File: src/rtl/queue_drain.sv
// queue_drain
//   Consumer side of the byte queue. Watches occupancy, issues one-cycle
//   dequeue pulses (at most one outstanding), captures the popped byte after
//   READ_LATENCY cycles and presents it on a valid/ready byte stream. It also
//   counts delivered bytes. When QUEUE_DRAIN_CHECKSUM_EN is defined, it also
//   keeps a running XOR checksum of the delivered bytes.
//
// Parameters
//   READ_LATENCY  cycles from dequeue pulse to popped byte valid (1..7)
//
// Ports
//   clock         in   single clock, posedge
//   reset         in   synchronous, active-high
//   enable_in     in   permits new dequeues (byte in flight always completes)
//   len_in        in   queue occupancy
//   q_data_in     in   queue popped data
//   dequeue_out   out  one-cycle dequeue request
//   data_out      out  byte presented to sink (holds last byte after transfer)
//   valid_out     out  data_out valid
//   ready_in      in   sink accepts; transfer = valid_out && ready_in
//   count_out     out  bytes transferred since reset (wraps)
//   checksum_out  out  XOR of transferred bytes (QUEUE_DRAIN_CHECKSUM_EN only)
module queue_drain #(
    parameter int unsigned READ_LATENCY = 1
) (
    input  logic        clock,
    input  logic        reset,
    input  logic        enable_in,
    input  logic [3:0]  len_in,
    input  logic [7:0]  q_data_in,
    output logic        dequeue_out,
    output logic [7:0]  data_out,
    output logic        valid_out,
    input  logic        ready_in,
    output logic [15:0] count_out
`ifdef QUEUE_DRAIN_CHECKSUM_EN
    ,
    output logic [7:0]  checksum_out
`endif
);

    localparam logic [1:0] IDLE = 2'd0;
    localparam logic [1:0] POP  = 2'd1;
    localparam logic [1:0] WAIT = 2'd2;
    localparam logic [1:0] HOLD = 2'd3;

    localparam logic [2:0] LAT = 3'(READ_LATENCY);

    logic [1:0]  state_q, state_d;
    logic [2:0]  lat_q, lat_d;
    logic [7:0]  data_q, data_d;
    logic        valid_q, valid_d;
    logic [15:0] count_q, count_d;
    logic        xfer;
    logic        can_pop;

    // valid_q is only ever set in HOLD, so this is the sink handshake proper.
    assign xfer    = valid_q && ready_in;
    // Occupancy is only consulted from IDLE and on the HOLD transfer edge;
    // during POP/WAIT the queue's count is still settling.
    assign can_pop = enable_in && (len_in != 4'd0);

    always_comb begin
        state_d = state_q;
        lat_d   = lat_q;
        data_d  = data_q;
        valid_d = valid_q;
        count_d = count_q;
        case (state_q)
            IDLE: begin
                if (can_pop) state_d = POP;
            end
            POP: begin
                lat_d   = LAT;
                state_d = WAIT;
            end
            WAIT: begin
                lat_d = lat_q - 3'd1;
                // Last wait cycle: the popped byte is on q_data_in now.
                if (lat_q == 3'd1) begin
                    data_d  = q_data_in;
                    valid_d = 1'b1;
                    state_d = HOLD;
                end
            end
            HOLD: begin
                if (xfer) begin
                    valid_d = 1'b0;
                    count_d = count_q + 16'd1;
                    // Back-to-back pop without an IDLE bubble.
                    state_d = can_pop ? POP : IDLE;
                end
            end
            default: state_d = IDLE;
        endcase
    end

    always_ff @(posedge clock) begin
        if (reset) begin
            state_q <= IDLE;
            lat_q   <= 3'd0;
            data_q  <= 8'h00;
            valid_q <= 1'b0;
            count_q <= 16'h0000;
        end else begin
            state_q <= state_d;
            lat_q   <= lat_d;
            data_q  <= data_d;
            valid_q <= valid_d;
            count_q <= count_d;
        end
    end

    assign dequeue_out = (state_q == POP);
    assign data_out    = data_q;
    assign valid_out   = valid_q;
    assign count_out   = count_q;

`ifdef QUEUE_DRAIN_CHECKSUM_EN
    logic [7:0] csum_q, csum_d;

    always_comb begin
        csum_d = csum_q;
        if (xfer) csum_d = csum_q ^ data_q;
    end

    always_ff @(posedge clock) begin
        if (reset) csum_q <= 8'h00;
        else       csum_q <= csum_d;
    end

    assign checksum_out = csum_q;
`endif

endmodule

File: config.mk
export PLATFORM = sky130hd
export DESIGN_NAME = queue_drain
export DESIGN_NICKNAME = d
export VERILOG_FILES = /design/src/rtl/queue_drain.sv
export SDC_FILE = /design/constraint.sdc
export NUM_CORES = 1
export LEC_CHECK = 0
export ABC_AREA = 0
export ABC_CLOCK_PERIOD_IN_PS = 1800
export CAP_MARGIN = 25
export CORE_ASPECT_RATIO = 0.75
export CORE_MARGIN = 2
export CORE_UTILIZATION = 42
export CTS_CLUSTER_SIZE = 30
export DETAILED_ROUTE_END_ITERATION = 8
export PLACE_DENSITY = 0.75
export SLEW_MARGIN = 15
export SYNTH_ARGS = -nofsm -noshare
export SYNTH_HDL_FRONTEND = slang
export SYNTH_SLANG_ARGS = --single-unit
File: constraint.sdc
create_clock -name clock -period 1.8 [get_ports clock]
set_clock_uncertainty 0.05 [all_clocks]
set_input_delay 0.27 -clock clock [delete_from_list [all_inputs] [get_ports clock]]
set_output_delay 0.27 -clock clock [all_outputs]
set_load 0.01 [all_outputs]
==> qor.csv, run 1 <==
stage;metric;value;unit
clock_network;H-tree level count;2;
clock_network;CTS Buf Count;5;
synth;YS warnings;0;
synth;number of flops mapped to enable cells by yosys;0;
floorplanning;Core Footprint;3240;um^2
synth;Mean Syn Cell Area;8.43;um^2
grt;GRT Overall Usage;0.178;
synth;Synth Net Count;190;
synth;area of the mapped netlist;1400;um^2
routing;vias per cell;5.03;
routing;Iter 0 DRT Violations;40;
job;max-cap violations;0;
floorplanning;die area;3820;um^2
setup_path;Setup CP Type;reg -> reg;
min_path;Worst Min Path Start;data_out[6];
synth;synthesized flop and latch total;30;
setup_path;Max FO, Critical Path;6;
routing;post-route ant nets;0;
clock_network;Clock Tree Buf Depth;2;
timing;worst slew pin tran;0.468;ns
pwr;Power Dens Cells;910;nW/um^2
min_path;Hold Crit Class;reg -> reg;
layout;fin cells;266;
clock_network;clk slew on worst S/H paths;0.06;ns
routing;Remaining DRCs;0;
timing;setup ws final;0.0595;ns
floorplanning;Chip Height;54;um
layout;P&R area growth vs syn;49.7;%
grt;vias in the first global route;1254;
setup_path;reg2reg start;count_out[0];
outcome;outcome;finished clean;
placed_design;Area after DPL;1960;um^2
layout;layout cells sized above 1;0.164;
setup_path;startpoint types;register;
timing;post-route clock period utilization;0.967;
routing;Via Count;1339;
placed_design;Placed Instances;256;
pwr;Max VDD drop;0.000632;V
layout;nets;250;
routing;router iterations before antenna repair;4;
placed_design;GP Congestion;0.753;
grt;largest net degree at the start of global routing;18;
timing;Slew headroom;0.688;
clock_network;root buffer cell;clkbuf_8;
routing;wire per inst;11.8;um
synth;Mapped Cells;166;
timing;Tmin final;1.74;ns
layout;final instance area;2100;um^2
synth;share of the yosys chip area belonging to registers;0.429;
setup_path;launch point of the worst path;count_out[0];
layout;final cell utilization of the core;0.646;
floorplanning;# IOs;42;
pwr;Pleak;0.737;nW
clock_network;Post-CTS Hold Buffers;0;
setup_path;crit end category;register;
floorplanning;starting density of the core;0.432;
synth;asr flop ratio synth;0;
synth;prevailing post-synth register cell;dfxtp_1;
clock_network;Clock Latency Late Sink;0.28;ns
placed_design;DP Wirelength;2300;um
grt;GR Overflow Total;0;
setup_path;Critical Path AT;1.90;ns
timing;Max Fclk;575;MHz
clock_network;TritonCTS clock tree;yes;
timing;Final Setup Violations;0;
grt;initial antenna violation count;0;
timing;Final Slew Violations;0;
floorplanning;Site Rows;18;
placed_design;PortBufs;41;
timing;final hold vios;0;
layout;Antenna Cells;0;
floorplanning;Die X;70.7;um
routing;final WL;3150;um
clock_network;clock tree sinks;30;
placed_design;pre-CTS WS;-0.316;ns
setup_path;CP required;1.96;ns
grt;first-pass GRT wire length;5260;um
synth;Distinct cells, synth;32;
==> sequential cells by signal, summed over array words and instances, names as in the netlist <==
signal / cells
state_q: 2
lat_q: 3
valid_out: 1
data_out: 8
count_out: 16
==> repair_timing <==
item,in CTS,in global routing
gates cloned,0,0
endpoints found under the setup margin,2,6
setup buffers,2,1
pin swaps,2,5
gates resized for setup,2,11
==> cells in the mapped netlist, types with 2 or more instances <==
master / count / area (um^2)
a21oi_1: 14 / 70.1
buf_1: 2 / 7.51
clkbuf_1: 3 / 11.3
dfxtp_1: 30 / 601
ha_1: 8 / 100
inv_1: 10 / 37.5
mux2_2: 2 / 22.5
mux2i_1: 2 / 20.0
nand2_1: 17 / 63.8
nand3_1: 16 / 80.1
nand4_1: 2 / 12.5
nor2_1: 16 / 60.1
nor2b_1: 5 / 31.3
nor3_1: 5 / 25.0
nor3b_1: 2 / 15.0
nor4_1: 2 / 12.5
o21ai_0: 7 / 35.0
or3_1: 3 / 18.8
xnor2_1: 6 / 52.6
xor2_1: 2 / 17.5
==> worst max-delay path, cell delays in order, from the launching register on <==
cell     delay (ns)
dfxtp_1        0.37
ha_4           0.15
nand2_1        0.06
or4_4          0.52
or3_4          0.38
a21oi_2        0.14
==> metal layers <==
| layer | GRT usage | vias to the layer above | wire [um] |
|---|---|---|---|
| met5 | 0 | - | 0 |
| met3 | 0.0599 | 5 | 184 |
| met2 | 0.338 | 29 | 1580 |
| met1 | 0.188 | 620 | 1340 |
| li1 | - | 685 | - |
| met4 | 0.0660 | 0 | 36 |
==> through the flow <==
| step | hold slack, ns | setup TNS [ns] | power (mW) |
|---|---|---|---|
| floorplan | 0.368 | 0 | 1.14 |
| global placement | 0.393 | -1.40 | 1.31 |
| detailed placement | 0.397 | -1.67 | 1.34 |
| CTS | 0.405 | 0 | 1.88 |
| global route | 0.426 | -0.00736 | 2.03 |
| finish | 0.401 | 0 | 1.91 |
==> cell usage in the layout, fill, tap and decap left out, types with 5 or more instances in the layout <==
cell,Yosys,final
nand3_1,16,16
nand2_1,17,17
nor2b_1,5,5
clkbuf_8,0,5
xnor2_1,6,6
dfxtp_1,30,27
nor2_1,16,16
o21ai_0,7,6
inv_1,10,9
ha_1,8,6
clkdlybuf4s50_1,0,40
a21oi_1,14,13
buf_4,0,18
nor3_1,5,5
==> path summary, 6_finish.rpt <==
path / to / slack (ns) / depth (start not counted)
min reg2reg: data_out[6] / 0.40 / 2
min: data_out[6] / 0.40 / 2
max reg2reg: count_out[12] / 0.06 / 5
max: count_out[12] / 0.06 / 5
==> cell type report <==
type	instances	area [um^2]
fill	271	1150
multi-input combinational	120	778
sequential	30	609
timing repair buffer	59	544
clock buffer	7	76.3
tap	40	50.0
inverter	10	37.5
==> cells by family after synthesis <==
logic type,count (synthesis),synth area share
AND/OR/NAND/NOR,73,0.263
multiplexers,5,0.0384
flip-flops,30,0.429
XOR/XNOR,8,0.0500
buffers and inverters,16,0.0438
AO/OA/AOI/OAI,26,0.105
adder cells (fa/ha/maj),8,0.0715
==> power breakdown <==
group / switching (mW) / internal, mW
Combinational: 0.319 / 0.300
Clock: 0.229 / 0.265
Sequential: 0.0600 / 0.734
Total: 0.608 / 1.30
No activity file was read; power rests on OpenSTA's default activity.
==> inputs of run 2 (changes only) <==
--- a/config.mk
+++ b/config.mk
@@ -13,7 +13,8 @@
 export CORE_UTILIZATION = 42
 export CTS_CLUSTER_SIZE = 30
 export DETAILED_ROUTE_END_ITERATION = 8
-export PLACE_DENSITY = 0.75
+export PLACE_DENSITY_LB_ADDON = 0.12
+export REMOVE_ABC_BUFFERS = 1
 export SLEW_MARGIN = 15
 export SYNTH_ARGS = -nofsm -noshare
 export SYNTH_HDL_FRONTEND = slang
==> run 2 against run 1 <==
First-iteration DRC count grew 95%. Maximum frequency shrank 0.69%. Critical path depth is the same. Critical endpoint is now count_out[14]. Wire length grew 13%. Combinational power grew 23%. Critical path type unchanged. Utilization grew 2.9 points. Clock power grew 12%. Register-to-register slack is essentially flat. Sequential share of layout area shrank 1.4 points.
==> qor.csv, run 2 (synthesis results as in run 1) <==
stage;metric;value;unit;change
setup_path;r2r endpoint;count_out[14];;was count_out[12]
timing;final hold vios;0;;unchanged
placed_design;Area after DPL;2000;um^2;was 1960 um^2
job;max-cap violations;0;;unchanged
pwr;clock group share of total power;0.265;;was 0.259
placed_design;GP Congestion;0.841;;was 0.753
floorplanning;starting density of the core;0.432;;unchanged
floorplanning;Die X;70.7;um;unchanged
setup_path;Setup CP Type;reg -> reg;;unchanged
layout;layout cells sized above 1;0.213;;was 0.164
grt;GR Overflow Total;0;;unchanged
pwr;Switching Fraction;0.328;;was 0.319
placed_design;PortBufs;41;;unchanged
placed_design;DP Wirelength;2640;um;was 2300 um
layout;final instance area;2190;um^2;was 2100 um^2
timing;worst slew pin tran;0.466;ns;was 0.468 ns
clock_network;Clock Tree Buf Depth;2;;unchanged
clock_network;H-tree level count;2;;unchanged
timing;Slew headroom;0.688;;about the same
pwr;Power Dens Cells;954;nW/um^2;was 910 nW/um^2
pwr;share of power burned in registers;0.371;;was 0.416
clock_network;root buffer cell;clkbuf_8;;unchanged
clock_network;clock tree sinks;30;;unchanged
floorplanning;# IOs;42;;unchanged
layout;Antenna Cells;0;;unchanged
layout;nets;258;;was 250
setup_path;crit end category;register;;unchanged
setup_path;Max FO, Critical Path;6;;unchanged
routing;Remaining DRCs;0;;unchanged
setup_path;Reg2Reg Depth;5;;unchanged
setup_path;Critical Path AT;1.91;ns;was 1.90 ns
grt;largest net degree at the start of global routing;16;;was 18
routing;router iterations before antenna repair;5;;was 4
routing;wire per inst;12.9;um;was 11.8 um
grt;initial antenna violation count;0;;unchanged
layout;Layout fillers;270;;was 271
clock_network;CTS Buf Count;5;;unchanged
timing;setup ws final;0.0474;ns;was 0.0595 ns
clock_network;Clock Latency Late Sink;0.28;ns;about the same
timing;Final Slew Violations;0;;unchanged
floorplanning;Site Rows;18;;unchanged
grt;first-pass GRT wire length;5730;um;was 5260 um
timing;Final Setup Violations;0;;unchanged
setup_path;CP required;1.96;ns;about the same
setup_path;launch point of the worst path;state_q[0];;was count_out[0]
layout;fin cells;275;;was 266
setup_path;startpoint types;register;;unchanged
pwr;P_sw;0.685;mW;was 0.608 mW
outcome;outcome;finished clean;;unchanged
layout;commonest non-fill, non-tap cell in the layout;clkdlybuf4s50_1;;unchanged
grt;vias in the first global route;1312;;was 1254
setup_path;reg2reg setup slack;0.05;ns;was 0.06 ns
routing;Via Count;1445;;was 1339
clock_network;clk slew on worst S/H paths;0.06;ns;about the same
layout;P&R area growth vs syn;56.4;%;was 49.7%
pwr;Comb pwr share;0.364;;was 0.324
routing;vias per cell;5.25;;was 5.03
placed_design;pre-CTS WS;-0.280;ns;was -0.316 ns
pwr;Internal Power;1.40;mW;was 1.30 mW
clock_network;TritonCTS clock tree;yes;;unchanged
pwr;Max VDD drop;0.000730;V;was 0.000632 V
clock_network;Post-CTS Hold Buffers;0;;unchanged
timing;post-route clock period utilization;0.974;;was 0.967
floorplanning;Chip Height;54;um;unchanged
timing;total negative setup slack;0;ns;unchanged
timing;unrepaired setup endpoints after global routing;yes;;
timing;Tmin final;1.75;ns;was 1.74 ns
floorplanning;die area;3820;um^2;unchanged
routing;final WL;3550;um;was 3150 um
setup_path;reg2reg start;state_q[0];;was count_out[0]
pwr;total power;2.09;mW;was 1.91 mW
pwr;Pleak;0.802;nW;was 0.737 nW
setup_path;CP endpoint;count_out[14];;was count_out[12]
layout;most frequent cells in the layout;clkdlybuf4s50_1 (39), dfxtp_1 (26), buf_4 (25);;was clkdlybuf4s50_1 (40), dfxtp_1 (27), buf_4 (18)
placed_design;Placed Instances;263;;was 256
layout;max reg flops;16;;unchanged
grt;GRT Overall Usage;0.198;;was 0.178
min_path;Hold Crit Class;reg -> reg;;unchanged
routing;post-route ant nets;0;;unchanged
floorplanning;Core Footprint;3240;um^2;unchanged
timing;Max Fclk;571;MHz;was 575 MHz
routing;Iter 0 DRT Violations;78;;was 40
## run 2: worst min-delay path by stage
stage | start | to | slack, ns | cells after the start
global placement | data_out[7] | data_out[7] | 0.39 | 2
floorplan | reset | count_out[10] | 0.29 | 1
finish | data_out[1] | data_out[1] | 0.41 | 2
global route | data_out[3] | data_out[3] | 0.43 | 2
detailed placement | data_out[7] | data_out[7] | 0.40 | 2
CTS | data_out[1] | data_out[1] | 0.41 | 2
## run 2: power by group through the flow
stage               Clock, mW  Sequential (mW)  Combinational, mW
floorplan                   0            0.782              0.335
global placement            0            0.766              0.602
detailed placement          0            0.773              0.650
CTS                     0.566            0.773              0.649
global route            0.596            0.784              0.840
finish                  0.554            0.775              0.759
## run 2: layout make-up
class	instances	area [um^2]	area share
multi-input combinational	120	791	0.361
timing repair buffer	67	611	0.279
sequential	30	606	0.277
clock buffer	7	86.3	0.0394
tap	40	50.0	0.0229
inverter	10	41.3	0.0189
clock inverter	1	5.00	0.00229
## run 2: worst max-delay path, stage by stage, from the launching register on
cell	delay (ns)
dfxtp_2	0.36
ha_4	0.16
nand2_1	0.07
or4_4	0.54
or3_1	0.36
a21oi_1	0.14
## run 2: per-layer routing
layer | vias up | routed length [um] | global-route usage
met2 | 50 | 1740 | 0.344
met5 | - | 0 | 0
met3 | 9 | 245 | 0.0674
li1 | 705 | - | -
met4 | 0 | 78 | 0.126
met1 | 681 | 1490 | 0.215
## run 2: stage by stage
stage,util,hold slack [ns]
after detailed placement,0.617,0.402
after floorplan,-,0.289
after global placement,0.617,0.391
after global routing,0.675,0.433
after CTS,0.650,0.408
final,0.675,0.408
## run 2: timing repair
item / 4_1_cts / 5_1_grt
pin swaps: 1 / 6
hold endpoints to repair: 0 / 0
setup endpoints to repair: 4 / 9
setup buffers: 0 / 4
resized for setup: 5 / 13
==> inputs of run 3 (changes only) <==
--- a/config.mk
+++ b/config.mk
@@ -5,7 +5,7 @@
 export SDC_FILE = /design/constraint.sdc
 export NUM_CORES = 1
 export LEC_CHECK = 0
-export ABC_AREA = 0
+export ABC_AREA = 1
 export ABC_CLOCK_PERIOD_IN_PS = 1800
 export CAP_MARGIN = 25
 export CORE_ASPECT_RATIO = 0.75
@@ -14,6 +14,7 @@
 export CTS_CLUSTER_SIZE = 30
 export DETAILED_ROUTE_END_ITERATION = 8
 export PLACE_DENSITY_LB_ADDON = 0.12
+export RECOVER_POWER = 100
 export REMOVE_ABC_BUFFERS = 1
 export SLEW_MARGIN = 15
 export SYNTH_ARGS = -nofsm -noshare
==> run 3 against run 2 <==
Synthesized area grew 4.7%. Global-route usage down 2.3 points. Critical path type is now reg -> out. Via count is 2.6% lower. Total power shrank 14%. Register-to-register slack improved by 0.12 ns. Worst hold slack improved by 0.034 ns. Critical endpoint is now dequeue_out. Highest routed layer unchanged.
==> qor.csv, run 3 <==
stage;metric;value;unit;change
pwr;Power Dens Cells;882;nW/um^2;was 954 nW/um^2
floorplanning;# IOs;42;;unchanged
setup_path;Setup CP Type;reg -> out;;was reg -> reg
timing;Final Setup Violations;0;;unchanged
clock_network;clk slew on worst S/H paths;0.06;ns;about the same
setup_path;r2r endpoint;count_out[13];;was count_out[14]
setup_path;launch point of the worst path;state_q[1];;was state_q[0]
setup_path;Crit-path slowest cell;clkdlybuf4s50_1;;was or4_4
grt;first-pass GRT wire length;5270;um;was 5730 um
layout;final cell utilization of the core;0.617;;was 0.675
synth;synthesized flop and latch total;30;;unchanged
layout;nets;287;;was 258
synth;area leader, netlist;dfxtp_1;;unchanged
synth;number of flops mapped to enable cells by yosys;0;;unchanged
setup_path;crit-path cells;inv_1, ha_1, clkdlybuf4s50_1;;was ha_4, nand2_1, or4_4, or3_1, a21oi_1
grt;vias in the first global route;1250;;was 1312
timing;Max Fclk;578;MHz;was 571 MHz
timing;final hold vios;0;;unchanged
floorplanning;Core Footprint;3310;um^2;was 3240 um^2
layout;Antenna Cells;0;;unchanged
synth;area of the mapped netlist;1470;um^2;was 1400 um^2
routing;final WL;3200;um;was 3550 um
routing;router iterations before antenna repair;7;;was 5
clock_network;postcts setup bufs;0;;unchanged
setup_path;CP endpoint;dequeue_out;;was count_out[14]
placed_design;Area after DPL;1950;um^2;was 2000 um^2
layout;final instance area;2040;um^2;was 2190 um^2
synth;Post-synth top cells;nand2_1 (45), nor2_1 (42), dfxtp_1 (30), inv_1 (26), o21ai_0 (16);;was dfxtp_1 (30), nand2_1 (17), nand3_1 (16), nor2_1 (16), a21oi_1 (14)
setup_path;Max FO, Critical Path;4;;was 6
clock_network;H-tree level count;2;;unchanged
synth;prevailing post-synth register cell;dfxtp_1;;unchanged
setup_path;CP top delay family;buffers and inverters;;was simple AND/OR/NAND/NOR gates
routing;post-route ant nets;0;;unchanged
layout;commonest non-fill, non-tap cell in the layout;nand2_1;;was clkdlybuf4s50_1
grt;GR Overflow Total;0;;unchanged
synth;top cell type's share of synthesized area;0.410;;was 0.429
floorplanning;starting density of the core;0.443;;was 0.432
setup_path;Reg2Reg Depth;7;;was 5
setup_path;crit end category;output port;;was register
timing;post-route clock period utilization;0.962;;was 0.974
floorplanning;die area;3980;um^2;was 3820 um^2
timing;Final Slew Violations;0;;unchanged
routing;vias per cell;4.63;;was 5.25
floorplanning;Chip Height;55.2;um;was 54 um
timing;total negative setup slack;0;ns;unchanged
grt;GRT Overall Usage;0.175;;was 0.198
routing;wire per inst;10.5;um;was 12.9 um
layout;layout cells sized above 1;0.0568;;was 0.213
job;max-cap violations;0;;unchanged
clock_network;Clock Latency Late Sink;0.27;ns;was 0.28 ns
floorplanning;Die X;72.2;um;was 70.7 um
layout;most frequent cells in the layout;nand2_1 (45), nor2_1 (42), dfxtp_1 (30);;was clkdlybuf4s50_1 (39), dfxtp_1 (26), buf_4 (25)
setup_path;startpoint types;register;;unchanged
layout;P&R area growth vs syn;39.3;%;was 56.4%
synth;share of the yosys chip area belonging to registers;0.410;;was 0.429
synth;YS warnings;0;;unchanged
clock_network;clock tree sinks;30;;unchanged
synth;most frequent cell after synthesis;nand2_1;;was dfxtp_1
placed_design;PortBufs;41;;unchanged
placed_design;GP Congestion;0.782;;was 0.841
clock_network;CTS Buf Count;5;;unchanged
timing;unrepaired setup endpoints after global routing;yes;;unchanged
setup_path;WP buf/inv;2;;was 0
grt;largest net degree at the start of global routing;11;;was 16
synth;Mean Syn Cell Area;6.88;um^2;was 8.43 um^2
setup_path;max incr delay on CP;0.52;ns;was 0.54 ns
pwr;Pleak;0.894;nW;was 0.802 nW
setup_path;reg2reg setup slack;0.17;ns;was 0.05 ns
setup_path;CP Depth;3;;was 5
clock_network;Post-CTS Hold Buffers;0;;unchanged
synth;Mapped Cells;213;;was 166
clock_network;Clock Tree Buf Depth;2;;unchanged
synth;Area contributors post-synth;dfxtp_1 (41%), nand2_1 (12%), nor2_1 (11%);;was dfxtp_1 (43%), ha_1 (7.1%), nand3_1 (5.7%)
layout;max reg flops;16;;unchanged
synth;asr flop ratio synth;0;;unchanged
min_path;Hold Crit Class;reg -> reg;;unchanged
synth;Distinct cells, synth;21;;was 32
pwr;total power;1.80;mW;was 2.09 mW
floorplanning;Site Rows;18;;unchanged
outcome;outcome;finished clean;;unchanged
timing;Slew headroom;0.801;;was 0.688
routing;Remaining DRCs;0;;unchanged
grt;initial antenna violation count;0;;unchanged
timing;worst slew pin tran;0.297;ns;was 0.466 ns
timing;Tmin final;1.73;ns;was 1.75 ns
placed_design;DP Wirelength;2350;um;was 2640 um
setup_path;reg2reg start;state_q[0];;unchanged
clock_network;root buffer cell;clkbuf_8;;unchanged
timing;final hold slack;0.442;ns;was 0.408 ns
routing;Iter 0 DRT Violations;68;;was 78
min_path;hold path depth;2;;unchanged
pwr;Max VDD drop;0.000665;V;was 0.000730 V
setup_path;CP required;1.48;ns;was 1.96 ns
clock_network;TritonCTS clock tree;yes;;unchanged
routing;Via Count;1407;;was 1445
setup_path;Critical Path AT;1.41;ns;was 1.91 ns
==> run 3: cell count changes after synthesis, sizes merged, moves of 4 or more <==
cell | previous run | this run
xnor2 | 6 | 0
nor2 | 16 | 44
nor2b | 5 | 0
inv | 10 | 27
nand2 | 17 | 45
o21ai | 7 | 16
or3 | 4 | 0
nand3 | 17 | 13
==> run 3: worst min path at each step <==
| stage | start | endpoint | slack [ns] |
|---|---|---|---|
| finish | lat_q[2] | lat_q[2] | 0.44 |
| global route | lat_q[2] | lat_q[2] | 0.48 |
| CTS | lat_q[2] | lat_q[2] | 0.45 |
| detailed placement | lat_q[2] | lat_q[2] | 0.43 |
| global placement | lat_q[0] | lat_q[0] | 0.43 |
| floorplan | reset | count_out[1] | 0.29 |
==> run 3: where the power goes <==
group | switching, mW | total [mW] | internal, mW
registers | 0.0435 | 0.774 | 0.731
clock network | 0.248 | 0.556 | 0.308
logic | 0.258 | 0.471 | 0.214
==> run 3: area by class of cell <==
class	instances	area (um^2)
fill	317	1270
multi-input combinational	153	752
sequential	30	601
tap	40	50.0
clock buffer	7	86.3
clock inverter	1	5.00
timing repair buffer	46	448
inverter	27	101
==> run 3: kinds of logic (layout without fill, tap and decap cells) <==
logic type / count (synthesis) / after routing / synth area share
flops: 30 / 30 / 0.410
compound gates: 32 / 32 / 0.117
xor+xnor: 2 / 2 / 0.0119
simple gates: 111 / 111 / 0.316
fa+ha+maj: 8 / 8 / 0.0683
buf+inv: 30 / 81 / 0.0776
==> run 3: per-layer routing <==
metal,GRT usage,vias to the layer above,wire (um)
met2,0.283,25,1410
li1,-,777,-
met5,0,-,0
met1,0.224,600,1610
met4,0.0660,0,26
met3,0.0525,5,152
==> run 3: what timing repair did <==
item                                    CTS  global route
hold endpoints to repair                  0             0
gates resized for setup                   0             0
endpoints found under the setup margin    0             2
==> run 3: metrics by stage <==
step	std cells	setup WS (ns)
finish	304	0.0688
global route	304	-0.0231
detailed placement	296	0.0907
CTS	304	0.0556
global placement	296	0.114
floorplan	210	0.313
==> run 3: worst register-to-register path: stages (launching register included) <==
cell,delay [ns]
dfxtp_1,0.39
ha_1,0.28
nand3_1,0.19
nor2_1,0.28
nand4_1,0.13
nor2_1,0.12
nor2_1,0.05
nor2_1,0.07
